## config.mk

```make
export PLATFORM = sky130hd
export DESIGN_NAME = counter_monitor_flat
export DESIGN_NICKNAME = d
export VERILOG_FILES = /design/src/rtl/counter_monitor_pkg.sv /design/src/rtl/counter_monitor_if.sv /design/src/rtl/counter_predict.sv /design/src/rtl/counter_monitor.sv /design/src/flat_wrapper.sv
export SDC_FILE = /design/constraint.sdc
export NUM_CORES = 1
export LEC_CHECK = 0
export BUFFER_PORTS_ARGS = -buffer_cell sky130_fd_sc_hd__buf_2
export CAP_MARGIN = 0
export CORE_ASPECT_RATIO = 1.75
export CORE_MARGIN = 2
export CORE_UTILIZATION = 46
export CTS_CLUSTER_SIZE = 10
export DETAILED_ROUTE_END_ITERATION = 10
export PLACE_DENSITY_LB_ADDON = 0.08
export SLEW_MARGIN = 0
export SYNTH_ARGS = -nofsm -noshare
export SYNTH_HDL_FRONTEND = slang
export SYNTH_HIERARCHICAL = 1
export SYNTH_SLANG_ARGS = --single-unit
```

## constraint.sdc

```tcl
create_clock -name clk -period 4.7 [get_ports clk]
set_input_delay 0.235 -clock clk [delete_from_list [all_inputs] [get_ports clk]]
set_output_delay 0.235 -clock clk [all_outputs]
set_load 0.05 [all_outputs]
```

## src/rtl/counter_monitor_pkg.sv

```systemverilog
//-----------------------------------------------------------------------------
// counter_monitor_pkg
//
// Shared definitions for the 32-bit up/down/load counter and its monitor:
//   - counter mode encodings (MODO input of the counter)
//   - monitor FSM state encodings (plain constants, legacy-compatible)
//   - data widths and the LOAD indication value
//   - the per-cycle sample the monitor keeps of the counter controls
//
// No ports; imported with `import counter_monitor_pkg::*;`.
//-----------------------------------------------------------------------------
package counter_monitor_pkg;

  // Datapath widths of the counter under check.
  localparam int CNT_W  = 32;
  localparam int LOAD_W = 8;

  // Value the counter drives on LOAD in the cycle after a load.
  localparam logic [LOAD_W-1:0] LOAD_ON  = 8'hFF;
  localparam logic [LOAD_W-1:0] LOAD_OFF = 8'h00;

  // Counter operating modes, as encoded on MODO.
  typedef enum logic [1:0] {
    COUNT_UP     = 2'b00,
    COUNT_DOWN   = 2'b01,
    COUNT_3_DOWN = 2'b10,
    CHARGE       = 2'b11
  } mode_e;

  // Monitor FSM states.
  localparam logic [1:0] ST_IDLE  = 2'd0;
  localparam logic [1:0] ST_PRIME = 2'd1;
  localparam logic [1:0] ST_CHECK = 2'd2;

  // One cycle's worth of counter controls plus the counter value, kept so
  // that the next cycle's outputs can be predicted from it.
  typedef struct packed {
    logic             en;
    mode_e            mode;
    logic [CNT_W-1:0] d;
    logic [CNT_W-1:0] q;
  } sample_t;

  localparam sample_t SAMPLE_RST = '{en: 1'b0, mode: COUNT_UP, d: '0, q: '0};

endpackage : counter_monitor_pkg

```

## src/rtl/counter_monitor_if.sv

```systemverilog
//-----------------------------------------------------------------------------
// counter_monitor_if
//
// Signals exchanged between the 32-bit counter and anything observing it.
//   ENABLE  1        counter enable, as presented to the counter
//   MODO    2        counter mode (see counter_monitor_pkg::mode_e)
//   D       32       counter load data
//   Q       32       counter value
//   RCO     1        counter ripple-carry output
//   LOAD    8        counter load indication
//
// Modports:
//   master - the side that drives the counter controls and outputs
//   slave  - an observer (the monitor); all signals are inputs
//-----------------------------------------------------------------------------
interface counter_monitor_if;
  import counter_monitor_pkg::*;

  logic              ENABLE;
  logic [1:0]        MODO;
  logic [CNT_W-1:0]  D;
  logic [CNT_W-1:0]  Q;
  logic              RCO;
  logic [LOAD_W-1:0] LOAD;

  modport master (
    output ENABLE,
    output MODO,
    output D,
    output Q,
    output RCO,
    output LOAD
  );

  modport slave (
    input ENABLE,
    input MODO,
    input D,
    input Q,
    input RCO,
    input LOAD
  );

endinterface : counter_monitor_if

```

## src/rtl/counter_predict.sv

```systemverilog
//-----------------------------------------------------------------------------
// counter_predict
//
// Purely combinational model of the counter's next-cycle outputs, given the
// previous cycle's sample of its controls and value. All arithmetic is
// modulo 2^32.
//
// Ports:
//   p_e       in   1   previous ENABLE
//   p_m       in   2   previous MODO
//   p_d       in   32  previous D
//   p_q       in   32  previous Q
//   exp_q     out  32  expected Q this cycle
//   exp_rco   out  1   expected RCO this cycle
//   exp_load  out  8   expected LOAD this cycle
//-----------------------------------------------------------------------------
module counter_predict
  import counter_monitor_pkg::*;
(
  input  logic              p_e,
  input  mode_e             p_m,
  input  logic [CNT_W-1:0]  p_d,
  input  logic [CNT_W-1:0]  p_q,
  output logic [CNT_W-1:0]  exp_q,
  output logic              exp_rco,
  output logic [LOAD_W-1:0] exp_load
);

  always_comb begin
    // NOTE: every output gets a value before any branch, so no path through
    // the block leaves one unassigned and no latch is inferred.
    exp_q    = p_q;
    exp_rco  = 1'b0;
    exp_load = LOAD_OFF;

    if (p_e) begin
      case (p_m)
        COUNT_UP: begin
          exp_q   = p_q + CNT_W'(1);
          exp_rco = (p_q == '1);
        end
        COUNT_DOWN: begin
          exp_q   = p_q - CNT_W'(1);
          exp_rco = (p_q == '0);
        end
        COUNT_3_DOWN: begin
          // Carry out whenever the subtraction of 3 wraps below zero.
          exp_q   = p_q - CNT_W'(3);
          exp_rco = (p_q < CNT_W'(3));
        end
        CHARGE: begin
          exp_q    = p_d;
          exp_load = LOAD_ON;
        end
        default: begin
          exp_q = p_q;
        end
      endcase
    end
  end

endmodule : counter_predict

```

## src/rtl/counter_monitor.sv

```systemverilog
//-----------------------------------------------------------------------------
// counter_monitor
//
// Cycle-accurate checker for the 32-bit up/down/load counter. Every cycle it
// samples the counter controls and value, predicts what the counter must
// show one cycle later, and compares. A mismatch raises ERR for one cycle
// (registered, so it appears one clk after the offending inputs), bumps a
// saturating error counter, and the first mismatch after reset has its
// expected/observed Q captured.
//
// After reset the FSM walks IDLE -> PRIME -> CHECK: IDLE collects the first
// sample, PRIME holds off one more cycle, and only CHECK compares. A reset
// throws away the pending prediction.
//
// Build option:
//   COUNTER_MON_FLAGS_EN  defined: RCO and LOAD are compared as well as Q.
//                         undefined: only Q is compared; RCO/LOAD ignored.
//
// Parameters:
//   ERR_CNT_W  width of the saturating error counter (default 16)
//
// Ports:
//   clk        in   1          clock, rising edge
//   RESET      in   1          synchronous, active-high reset
//   bus        slave modport of counter_monitor_if (counter under check)
//   ERR        out  1          one-cycle pulse per mismatching cycle
//   ERR_CNT    out  ERR_CNT_W  saturating mismatch count
//   CHK_CNT    out  32         number of compared cycles, wraps
//   FIRST_EXP  out  32         expected Q at the first mismatch
//   FIRST_GOT  out  32         observed Q at the first mismatch
//   LOCKED     out  1          high while in CHECK
//-----------------------------------------------------------------------------
module counter_monitor
  import counter_monitor_pkg::*;
#(
  parameter int ERR_CNT_W = 16
) (
  input  logic                 clk,
  input  logic                 RESET,
  counter_monitor_if.slave     bus,
  output logic                 ERR,
  output logic [ERR_CNT_W-1:0] ERR_CNT,
  output logic [CNT_W-1:0]     CHK_CNT,
  output logic [CNT_W-1:0]     FIRST_EXP,
  output logic [CNT_W-1:0]     FIRST_GOT,
  output logic                 LOCKED
);

  logic [1:0]        state;
  logic [1:0]        state_nxt;
  sample_t           prev;

  logic [CNT_W-1:0]  exp_q;
  logic              exp_rco;
  logic [LOAD_W-1:0] exp_load;

  logic              cmp_active;
  logic              mismatch;
  logic              err_hit;

  //---------------------------------------------------------------------------
  // Prediction from last cycle's sample
  //---------------------------------------------------------------------------
  counter_predict u_predict (
    .p_e      (prev.en),
    .p_m      (prev.mode),
    .p_d      (prev.d),
    .p_q      (prev.q),
    .exp_q    (exp_q),
    .exp_rco  (exp_rco),
    .exp_load (exp_load)
  );

  //---------------------------------------------------------------------------
  // Comparison. Several fields disagreeing in one cycle still make a single
  // mismatch, so they are OR-ed into one bit.
  //---------------------------------------------------------------------------
`ifdef COUNTER_MON_FLAGS_EN
  assign mismatch = (bus.Q != exp_q) || (bus.RCO != exp_rco) ||
                    (bus.LOAD != exp_load);
`else
  assign mismatch = (bus.Q != exp_q);

  // Flag inputs and flag predictions are deliberately left unchecked.
  logic unused_flags;
  assign unused_flags = ^{bus.RCO, bus.LOAD, exp_rco, exp_load};
`endif

  assign cmp_active = (state == ST_CHECK);
  assign err_hit    = cmp_active && mismatch;
  assign LOCKED     = cmp_active;

  //---------------------------------------------------------------------------
  // FSM next state
  //---------------------------------------------------------------------------
  always_comb begin
    state_nxt = state;
    case (state)
      ST_IDLE:  state_nxt = ST_PRIME;
      ST_PRIME: state_nxt = ST_CHECK;
      ST_CHECK: state_nxt = ST_CHECK;
      default:  state_nxt = ST_IDLE;
    endcase
  end

  //---------------------------------------------------------------------------
  // State, sample and result registers
  //---------------------------------------------------------------------------
  always_ff @(posedge clk) begin
    if (RESET) begin
      state     <= ST_IDLE;
      prev      <= SAMPLE_RST;
      ERR       <= 1'b0;
      ERR_CNT   <= '0;
      CHK_CNT   <= '0;
      FIRST_EXP <= '0;
      FIRST_GOT <= '0;
    end else begin
      // NOTE: non-blocking assignments here, so every register samples the
      // pre-edge values of the others regardless of statement order.
      state     <= state_nxt;
      prev.en   <= bus.ENABLE;
      prev.mode <= mode_e'(bus.MODO);
      prev.d    <= bus.D;
      prev.q    <= bus.Q;
      ERR       <= err_hit;

      if (cmp_active) begin
        CHK_CNT <= CHK_CNT + CNT_W'(1);
      end

      if (err_hit && (ERR_CNT != '1)) begin
        ERR_CNT <= ERR_CNT + ERR_CNT_W'(1);
      end

      // ERR_CNT only leaves zero on a mismatch and never returns to zero
      // before the next reset, so zero marks "no mismatch seen yet".
      if (err_hit && (ERR_CNT == '0)) begin
        FIRST_EXP <= exp_q;
        FIRST_GOT <= bus.Q;
      end
    end
  end

endmodule : counter_monitor

```

## src/flat_wrapper.sv

```systemverilog
// flat-port wrapper written by rule: the top's interface ports become plain ports
module counter_monitor_flat import counter_monitor_pkg::*;
#(
  parameter int ERR_CNT_W = 16
)
  (clk, RESET, ERR, ERR_CNT, CHK_CNT, FIRST_EXP, FIRST_GOT, LOCKED, bus_ENABLE, bus_MODO, bus_D, bus_Q, bus_RCO, bus_LOAD);
  counter_monitor_if bus_i ();
  input  logic clk;
  input  logic RESET;
  output logic ERR;
  output logic [ERR_CNT_W-1:0] ERR_CNT;
  output logic [CNT_W-1:0] CHK_CNT;
  output logic [CNT_W-1:0] FIRST_EXP;
  output logic [CNT_W-1:0] FIRST_GOT;
  output logic LOCKED;
  input wire logic [$bits(bus_i.ENABLE)-1:0] bus_ENABLE;
  input wire logic [$bits(bus_i.MODO)-1:0] bus_MODO;
  input wire logic [$bits(bus_i.D)-1:0] bus_D;
  input wire logic [$bits(bus_i.Q)-1:0] bus_Q;
  input wire logic [$bits(bus_i.RCO)-1:0] bus_RCO;
  input wire logic [$bits(bus_i.LOAD)-1:0] bus_LOAD;
  assign bus_i.ENABLE = bus_ENABLE;
  assign bus_i.MODO = bus_MODO;
  assign bus_i.D = bus_D;
  assign bus_i.Q = bus_Q;
  assign bus_i.RCO = bus_RCO;
  assign bus_i.LOAD = bus_LOAD;
  counter_monitor #(.ERR_CNT_W(ERR_CNT_W)) u_core (.clk(clk), .RESET(RESET), .bus(bus_i), .ERR(ERR), .ERR_CNT(ERR_CNT), .CHK_CNT(CHK_CNT), .FIRST_EXP(FIRST_EXP), .FIRST_GOT(FIRST_GOT), .LOCKED(LOCKED));
endmodule
```

==> results of run 1 <==
-- per-layer routing --
| metal | up-vias | GRT usage | share of wire |
|---|---|---|---|
| met5 | - | 0 | 0 |
| met4 | 0 | 0.162 | 0.049 |
| met1 | 4745 | 0.324 | 0.39 |
| met2 | 337 | 0.508 | 0.51 |
| met3 | 79 | 0.0416 | 0.046 |
| li1 | 5002 | - | - |
-- placed cells by master (no fill, tap or decap), types with 7 or more instances in the layout --
| cell | count |
|---|---|
| mux2_2 | 7 |
| a31oi_1 | 9 |
| and3_1 | 18 |
| dfxtp_1 | 180 |
| a21oi_1 | 48 |
| o31ai_1 | 10 |
| nand2_1 | 90 |
| and2_1 | 13 |
| a22oi_1 | 16 |
| xnor2_1 | 19 |
| inv_1 | 20 |
| nor2b_1 | 79 |
| buf_2 | 181 |
| buf_4 | 81 |
| or3_1 | 21 |
| or4_1 | 11 |
| o21ai_0 | 70 |
| nor4_1 | 29 |
| dlygate4sd3_1 | 28 |
| nand4_1 | 37 |
| ha_1 | 7 |
| nor4_2 | 7 |
| mux2i_1 | 82 |
| nand3_1 | 54 |
| xor2_1 | 59 |
| nor2_1 | 170 |
| nor3_1 | 18 |
| clkbuf_16 | 19 |
| o211ai_1 | 7 |
-- final timing paths --
kind,from,end,slack (ns)
setup reg to reg,u_core/prev[65],u_core/FIRST_EXP[26],0.09
hold reg to reg,u_core/CHK_CNT[31],u_core/CHK_CNT[31],0.48
setup / recovery,u_core/prev[65],u_core/FIRST_EXP[26],0.09
hold / removal,bus_D[5],u_core/prev[37],0.01
-- worst max-delay path, cell delays in order (launching register included) --
cell	delay, ns
dfxtp_4	0.38
nor2b_4	0.15
xnor2_2	0.12
ha_2	0.21
and4_4	0.23
buf_6	0.10
o21ai_2	0.07
a221o_1	0.44
a21o_1	0.26
and4_4	0.18
o31a_1	0.27
a221o_1	0.35
xor2_2	0.23
buf_4	0.15
nor4_4	0.20
nand4_1	0.14
buf_6	0.17
o21ai_4	0.20
buf_12	0.17
clkbuf_16	0.17
mux2i_1	0.21
nor2_1	0.05
-- what timing repair did --
action / in CTS / in global routing
hold buffers: 28 / 0
pin swaps: 2 / 9
hold endpoints to repair: 28 / 0
setup buffers: 0 / 6
setup endpoints to repair: 8 / 79
gates cloned: 0 / 3
resized for setup: 1 / 21
-- registers in the layout (all words and copies together), names as in the netlist --
signal,count
u_core/CHK_CNT,32
u_core/FIRST_GOT,32
u_core/FIRST_EXP,32
u_core/ERR,1
u_core/prev,67
u_core/state,2
u_core/ERR_CNT,16
-- cell type report --
class	instances	area, um^2
clock buffers	22	474
well taps	300	375
inverters	21	78.8
multi-input cells	982	6290
fillers	2185	9430
repair buffers	304	2050
flip-flops and latches	182	3650
clock inverters	10	215
-- report_power, final --
part           internal [uW]  switching [uW]
registers               1630            77.3
clock network           1050             645
logic                    381             637
total                   3060            1360
-- through the flow --
stage | area, um^2 | utilization
6_report | 13100 | 0.582
3_3_place_gp | 11900 | 0.530
4_1_cts | 12900 | 0.573
2_1_floorplan | 10500 | -
5_1_grt | 13100 | 0.582
3_5_place_dp | 11900 | 0.530
==> results.py, run 1 <==
metrics = {
    "outcome": {
        "status": "finished, final reports clean",
    },
    "yosys": {
        "syn-instance-count": 1281,
        "synthesis.nets": 1367,
        "synth_area_um2": 10500,
        "syn_area_per_cell_um2": 8.21,
        "ys_warn_count": 6,
    },
    "die": {
        "die_x_um": 118,
        "die_h_um": 204,
        "rows": 73,
        "initial_core_util": 0.466,
        "io_pins": 192,
        "coreArea_um2": 22600,
        "dieArea_um2": 24100,
    },
    "drt": {
        "vias_per_cell": 5.58,
        "vias": 10200,
        "drc": 0,
        "wl_per_cell_um": 19.5,
        "detail-route-antenna-nets": 0,
        "drtIter0Drc": 810,
        "finalWirelength_mm": 35.5,
        "firstDrtPassIters": 5,
    },
    "cells_and_area": {
        "areaGrowthSynthToFinish_pct": 24.8,
        "final_nets": 1594,
        "final_layout_size_suffix_gt1_frac": 0.235,
        "layoutNonFillerInstCount": 1821,
        "antenna_cells": 0,
    },
    "power_and_ir_drop": {
        "p_leak_uw": 0.00571,
        "finalPower_uw": 4420,
        "p_per_area_nw_per_um2": 336,
        "ir_worst_vdd_uv": 265,
    },
    "global_routing": {
        "antenna_found_initial": 0,
        "grt_pass1_vias": 9694,
        "grtUsageTotal": 0.285,
        "grt_max_degree": 149,
        "grt_pass1_wl_mm": 53.3,
        "grt_overflow_total": 0,
    },
    "setup_path": {
        "crit_type": "reg2reg",
        "crit_fanout": 7,
        "startpoint_type": "flip-flop",
        "endpoint_kind": "flip-flop",
        "cp_data_arrival_time_ns": 4.90,
        "crit_required_ns": 4.99,
        "worstRegToRegCells": 21,
    },
    "sta": {
        "fin_crit_ns": 4.61,
        "final-setup-viol-count": 0,
        "fmax_mhz": 217,
        "timing.hold.ws_ns": 0.0121,
        "fin_ws_ns": 0.0925,
        "slew_headroom": 0.254,
        "fin_crit_sh": 0.980,
        "fin_skew_ns": 0.00900,
        "hold_violations": 0,
        "tns_ns": 0,
        "tightestPinTransition_ns": 1.12,
        "drv_slew": 0,
    },
    "clock_tree": {
        "clk_pin_slew_ns": 0.07,
        "clkLatencyLatePin_ns": 0.45,
        "cts_buffers": 17,
        "cts-root-buf": "clkbuf_16",
        "cts_tree": "built",
        "clk_path_buf_depth": 2,
        "htree_levels": 4,
        "clock_sinks": 182,
    },
    "min_path": {
        "worstHoldPathType": "in2reg",
        "min_path_cells": 2,
    },
    "placement": {
        "portBuffers": 182,
        "hpwl_mm": 25.6,
        "dp_slack_ns": -0.0152,
        "placedCellCount": 1752,
        "gp_congestion": 0.941,
    },
    "flow_run": {
        "maxCapViolCount": 0,
    },
}
No activity file was read; power rests on OpenSTA's default activity.
==> inputs of run 2 (changes only) <==
--- a/config.mk
+++ b/config.mk
@@ -5,13 +5,13 @@
 export SDC_FILE = /design/constraint.sdc
 export NUM_CORES = 1
 export LEC_CHECK = 0
-export BUFFER_PORTS_ARGS = -buffer_cell sky130_fd_sc_hd__buf_2
 export CAP_MARGIN = 0
 export CORE_ASPECT_RATIO = 1.75
 export CORE_MARGIN = 2
 export CORE_UTILIZATION = 46
 export CTS_CLUSTER_SIZE = 10
 export DETAILED_ROUTE_END_ITERATION = 10
+export DONT_BUFFER_PORTS = 1
 export PLACE_DENSITY_LB_ADDON = 0.08
 export SLEW_MARGIN = 0
 export SYNTH_ARGS = -nofsm -noshare
==> results.py, run 2 (synthesis results as in run 1) <==
metrics = {
    "global_routing": {
        "antenna_found_initial": 0,
        "grt_max_degree": 179,
        "grtUsageTotal": 0.298,
        "grt_pass1_wl_mm": 55.4,
        "grt_pass1_vias": 9779,
        "grt_overflow_total": 0,
    },
    "cells_and_area": {
        "antenna_cells": 0,
        "fill_cells": 2153,
        "final_layout_size_suffix_gt1_frac": 0.142,
        "layout.cells.most_common_list": "176 x dfxtp_1, 170 x nor2_1, 96 x buf_4",
        "fin_area_um2": 12700,
        "layout_commonest_cell": "dfxtp_1",
        "top_register": "u_core/prev",
        "largest_register_ffs": 67,
        "final_nets": 1464,
        "areaGrowthSynthToFinish_pct": 20.8,
    },
    "sta": {
        "fin_ws_ns": 0.117,
        "tightestPinTransition_ns": 0.820,
        "fin_crit_sh": 0.975,
        "fmax_mhz": 218,
        "drv_slew": 0,
        "fin_skew_ns": 0.00862,
        "slew_headroom": 0.453,
        "hold_violations": 0,
        "final-setup-viol-count": 0,
        "tns_ns": 0,
        "fin_crit_ns": 4.58,
    },
    "drt": {
        "finalWirelength_mm": 36.8,
        "detail-route-antenna-nets": 0,
        "dr.max_layer_used": "met4",
        "vias_per_cell": 5.87,
        "firstDrtPassIters": 7,
        "vias": 9929,
        "drtIter0Drc": 674,
        "wl_met3_mm": 2.13,
        "wl_met2_mm": 19.3,
        "wl_met1_mm": 13.6,
        "drc": 0,
        "wl_per_cell_um": 21.7,
    },
    "setup_path": {
        "crit_required_ns": 5.02,
        "crit_slowest_cell": "or4_4",
        "endpoint_kind": "flip-flop",
        "crit_chain": "or4_4 -> mux2_2 -> a2111oi_4 -> o21ai_2 -> mux2i_2 -> mux2i_1 -> a221oi_2 -> buf_4 -> xor2_1 -> nor4_1 -> buf_4 -> nand4_1 -> buf_4 -> o21ai_4 -> buf_12 -> buf_12 -> mux2i_2 -> nor2_1",
        "cp_data_arrival_time_ns": 4.90,
        "ff2ff_setup_slack_ns": 0.12,
        "path_buf_inv": 5,
        "crit_top_cell": "buf_4",
        "cp_top_family": "multiplexers",
        "startpoint_type": "flip-flop",
        "crit_type": "reg2reg",
        "critPathMaxStageDelay_ns": 0.56,
        "crit_fanout": 15,
    },
    "placement": {
        "hpwl_mm": 25.5,
        "portBuffers": 0,
        "gp_congestion": 0.920,
        "dp_slack_ns": 0.0263,
        "place_area_um2": 11100,
    },
    "min_path": {
        "worstHoldPathType": "in2reg",
    },
    "die": {
        "rows": 73,
        "die_x_um": 118,
        "dieArea_um2": 24100,
        "initial_core_util": 0.466,
        "io_pins": 192,
        "coreArea_um2": 22600,
        "die_h_um": 204,
    },
    "clock_tree": {
        "clkLatencyLatePin_ns": 0.46,
        "clock_sinks": 182,
        "clk_pin_slew_ns": 0.07,
        "cts_buffers": 17,
        "htree_levels": 4,
        "cts-root-buf": "clkbuf_16",
        "cts_tree": "built",
        "clk_path_buf_depth": 2,
    },
    "power_and_ir_drop": {
        "ir_worst_vdd_uv": 293,
        "p_leak_uw": 0.00503,
        "p_per_area_nw_per_um2": 340,
    },
    "outcome": {
        "status": "finished, final reports clean",
    },
    "flow_run": {
        "maxCapViolCount": 0,
    },
}
run 2: path summary, 6_finish.rpt:
check                                             to  depth (start not counted)             from
worst max register to register  u_core/FIRST_GOT[29]                         18   u_core/prev[7]
worst min-delay path               u_core/ERR_CNT[6]                          2            RESET
worst max-delay path            u_core/FIRST_GOT[29]                         18   u_core/prev[7]
worst min register to register       u_core/state[1]                          3  u_core/state[1]
run 2: area by class of cell:
cell class,instances,area [um^2],share of cell area
Multi-Input combinational cell,982,6320,0.498
Sequential cell,182,3650,0.287
Timing Repair Buffer,174,1610,0.127
Clock buffer,20,457,0.0359
Tap cell,300,375,0.0295
Clock inverter,12,211,0.0166
Inverter,21,78.8,0.00620
run 2: timing repair:
action	4_1_cts	5_1_grt
endpoints found under the setup margin	9	77
pin swaps	0	5
hold buffers	70	0
gates cloned	0	2
hold endpoints to repair	177	0
gates resized for setup	1	29
setup buffers	0	6
run 2: per-layer routing:
| layer | vias to the layer above | GRT usage |
|---|---|---|
| li1 | 4746 | - |
| met5 | - | 0 |
| met4 | 0 | 0.164 |
| met2 | 351 | 0.544 |
| met1 | 4743 | 0.314 |
| met3 | 89 | 0.0650 |
run 2: where the power goes:
part / internal (uW) / leakage [uW] / total, uW / switching [uW]
combinational: 347 / 0.00322 / 771 / 424
clock: 984 / 0.000325 / 1650 / 664
sequential: 1630 / 0.00149 / 1900 / 274
total: 2960 / 0.00503 / 4320 / 1360
run 2: worst register-to-register path: stages (launching register included):
cell,delay [ns]
dfxtp_2,0.41
or4_4,0.56
mux2_2,0.31
a2111oi_4,0.43
o21ai_2,0.17
mux2i_2,0.27
mux2i_1,0.27
a221oi_2,0.08
buf_4,0.16
xor2_1,0.16
nor4_1,0.29
buf_4,0.17
nand4_1,0.16
buf_4,0.20
o21ai_4,0.16
buf_12,0.16
buf_12,0.17
mux2i_2,0.26
nor2_1,0.06
run 2: metrics by stage:
stage | hold slack [ns] | utilization | instances | total power (uW)
5_1_grt | 0.0131 | 0.563 | 1691 | 4470
2_1_floorplan | 0.363 | - | 1281 | 2400
4_1_cts | 0.00162 | 0.553 | 1683 | 4300
3_5_place_dp | 0.319 | 0.492 | 1581 | 2570
6_report | 0.0111 | 0.563 | 1691 | 4320
3_3_place_gp | 0.317 | 0.492 | 1581 | 2570
==> inputs of run 3 (changes only) <==
--- a/config.mk
+++ b/config.mk
@@ -12,7 +12,6 @@
 export CTS_CLUSTER_SIZE = 10
 export DETAILED_ROUTE_END_ITERATION = 10
 export DONT_BUFFER_PORTS = 1
-export PLACE_DENSITY_LB_ADDON = 0.08
 export SLEW_MARGIN = 0
 export SYNTH_ARGS = -nofsm -noshare
 export SYNTH_HDL_FRONTEND = slang
==> results.py, run 3 (synthesis results as in run 1) <==
metrics = {
    "sta": {
        "slew_headroom": 0.464,
        "fmax_mhz": 219,
        "hold_violations": 0,
        "fin_skew_ns": 0.0100,
        "fin_ws_ns": 0.130,
        "tns_ns": 0,
        "drv_slew": 0,
        "fin_crit_sh": 0.972,
        "final-setup-viol-count": 0,
        "tightestPinTransition_ns": 0.803,
        "fin_crit_ns": 4.57,
    },
    "cells_and_area": {
        "final_nets": 1480,
        "layoutNonFillerInstCount": 1708,
        "areaGrowthSynthToFinish_pct": 21.6,
        "largest_register_ffs": 67,
        "final_layout_size_suffix_gt1_frac": 0.132,
        "layout_commonest_cell": "dfxtp_1",
        "layout.cells.most_common_list": "178 x dfxtp_1, 169 x nor2_1, 95 x dlygate4sd3_1",
        "top_register": "u_core/prev",
    },
    "placement": {
        "placedCellCount": 1570,
        "portBuffers": 0,
        "gp_congestion": 0.964,
        "dp_slack_ns": 0.0584,
        "hpwl_mm": 24.9,
    },
    "die": {
        "io_pins": 192,
        "coreArea_um2": 22600,
        "die_x_um": 118,
        "rows": 73,
        "die_h_um": 204,
        "initial_core_util": 0.466,
        "dieArea_um2": 24100,
    },
    "drt": {
        "wl_per_cell_um": 21.0,
        "vias_per_cell": 5.86,
        "detail-route-antenna-nets": 0,
        "finalWirelength_mm": 35.9,
        "drc": 0,
        "vias": 10000,
        "drtIter0Drc": 574,
        "firstDrtPassIters": 8,
    },
    "global_routing": {
        "grt_max_degree": 129,
        "grt_pass1_vias": 9978,
        "antenna_found_initial": 1,
        "grt_overflow_total": 0,
        "grt_pass1_wl_mm": 54.5,
        "grtUsageTotal": 0.290,
    },
    "setup_path": {
        "cp_data_arrival_time_ns": 4.94,
        "startpoint_type": "flip-flop",
        "crit_type": "reg2reg",
        "endpoint_kind": "flip-flop",
        "crit_fanout": 23,
        "crit_required_ns": 5.07,
    },
    "flow_run": {
        "maxCapViolCount": 0,
    },
    "clock_tree": {
        "cts_buffers": 17,
        "clock_sinks": 182,
        "clkLatencyLatePin_ns": 0.45,
        "cts-root-buf": "clkbuf_16",
        "htree_levels": 4,
        "cts_tree": "built",
        "clk_pin_slew_ns": 0.07,
        "clk_path_buf_depth": 2,
    },
    "min_path": {
        "worstHoldPathType": "in2reg",
    },
    "outcome": {
        "status": "finished, final reports clean",
    },
    "power_and_ir_drop": {
        "p_leak_uw": 0.00511,
        "ir_worst_vdd_uv": 306,
        "p_per_area_nw_per_um2": 328,
    },
}
run 3: worst paths after layout:
check | startpoint | endpoint | cells after the start | slack, ns
worst min register to register | u_core/CHK_CNT[26] | u_core/CHK_CNT[26] | 2 | 0.77
worst max-delay path | u_core/prev[65] | u_core/ERR_CNT[4] | 18 | 0.13
worst min-delay path | RESET | u_core/ERR_CNT[5] | 2 | 0.03
worst max register to register | u_core/prev[65] | u_core/ERR_CNT[4] | 18 | 0.13
run 3: metal layers:
metal | GRT usage | wire length, um | vias up
met5 | 0 | 0 | -
met1 | 0.295 | 12800 | 4734
met4 | 0.205 | 2450 | 0
li1 | - | - | 4789
met3 | 0.0695 | 2180 | 109
met2 | 0.517 | 18400 | 377
run 3: through the flow:
stage	power (uW)	instance area, um^2	hold WS (ns)	utilization
after floorplan	2400	10500	0.363	-
after global placement	2560	11000	0.317	0.487
after detailed placement	2560	11000	0.318	0.487
after CTS	4160	12600	0.0125	0.558
after global routing	4340	12800	0.0378	0.567
final	4200	12800	0.0346	0.567
run 3: cell type report:
type / instances / area, um^2
Antenna cell: 1 / 2.50
Clock inverter: 15 / 191
Timing Repair Buffer: 190 / 1770
Multi-Input combinational cell: 982 / 6300
Clock buffer: 17 / 425
Inverter: 21 / 78.8
Fill cell: 2103 / 9760
Tap cell: 300 / 375
Sequential cell: 182 / 3650
run 3: what timing repair did:
| action | 4_1_cts | 5_1_grt |
|---|---|---|
| setup buffers | 0 | 6 |
| endpoints found under the setup margin | 0 | 80 |
| hold endpoints to repair | 176 | 0 |
| hold buffers | 96 | 0 |
| resized for setup | 0 | 24 |
run 3: critical path, cell delays in order, from the launching register on:
cell	delay, ns
dfxtp_2	0.35
buf_6	0.23
nand2b_1	0.16
buf_4	0.19
buf_4	0.22
nand4_1	0.21
a222oi_1	0.47
nand3b_1	0.14
mux2i_1	0.18
o311ai_0	0.43
buf_4	0.20
xor2_1	0.39
nor4_2	0.10
nand4_1	0.17
o21ai_2	0.08
buf_4	0.18
buf_4	0.14
or4_1	0.50
a21oi_1	0.15
run 3: report_power, final:
part	switching (uW)	internal, uW
sequential	274	1630
combinational	420	364
clock	662	851
total	1360	2840
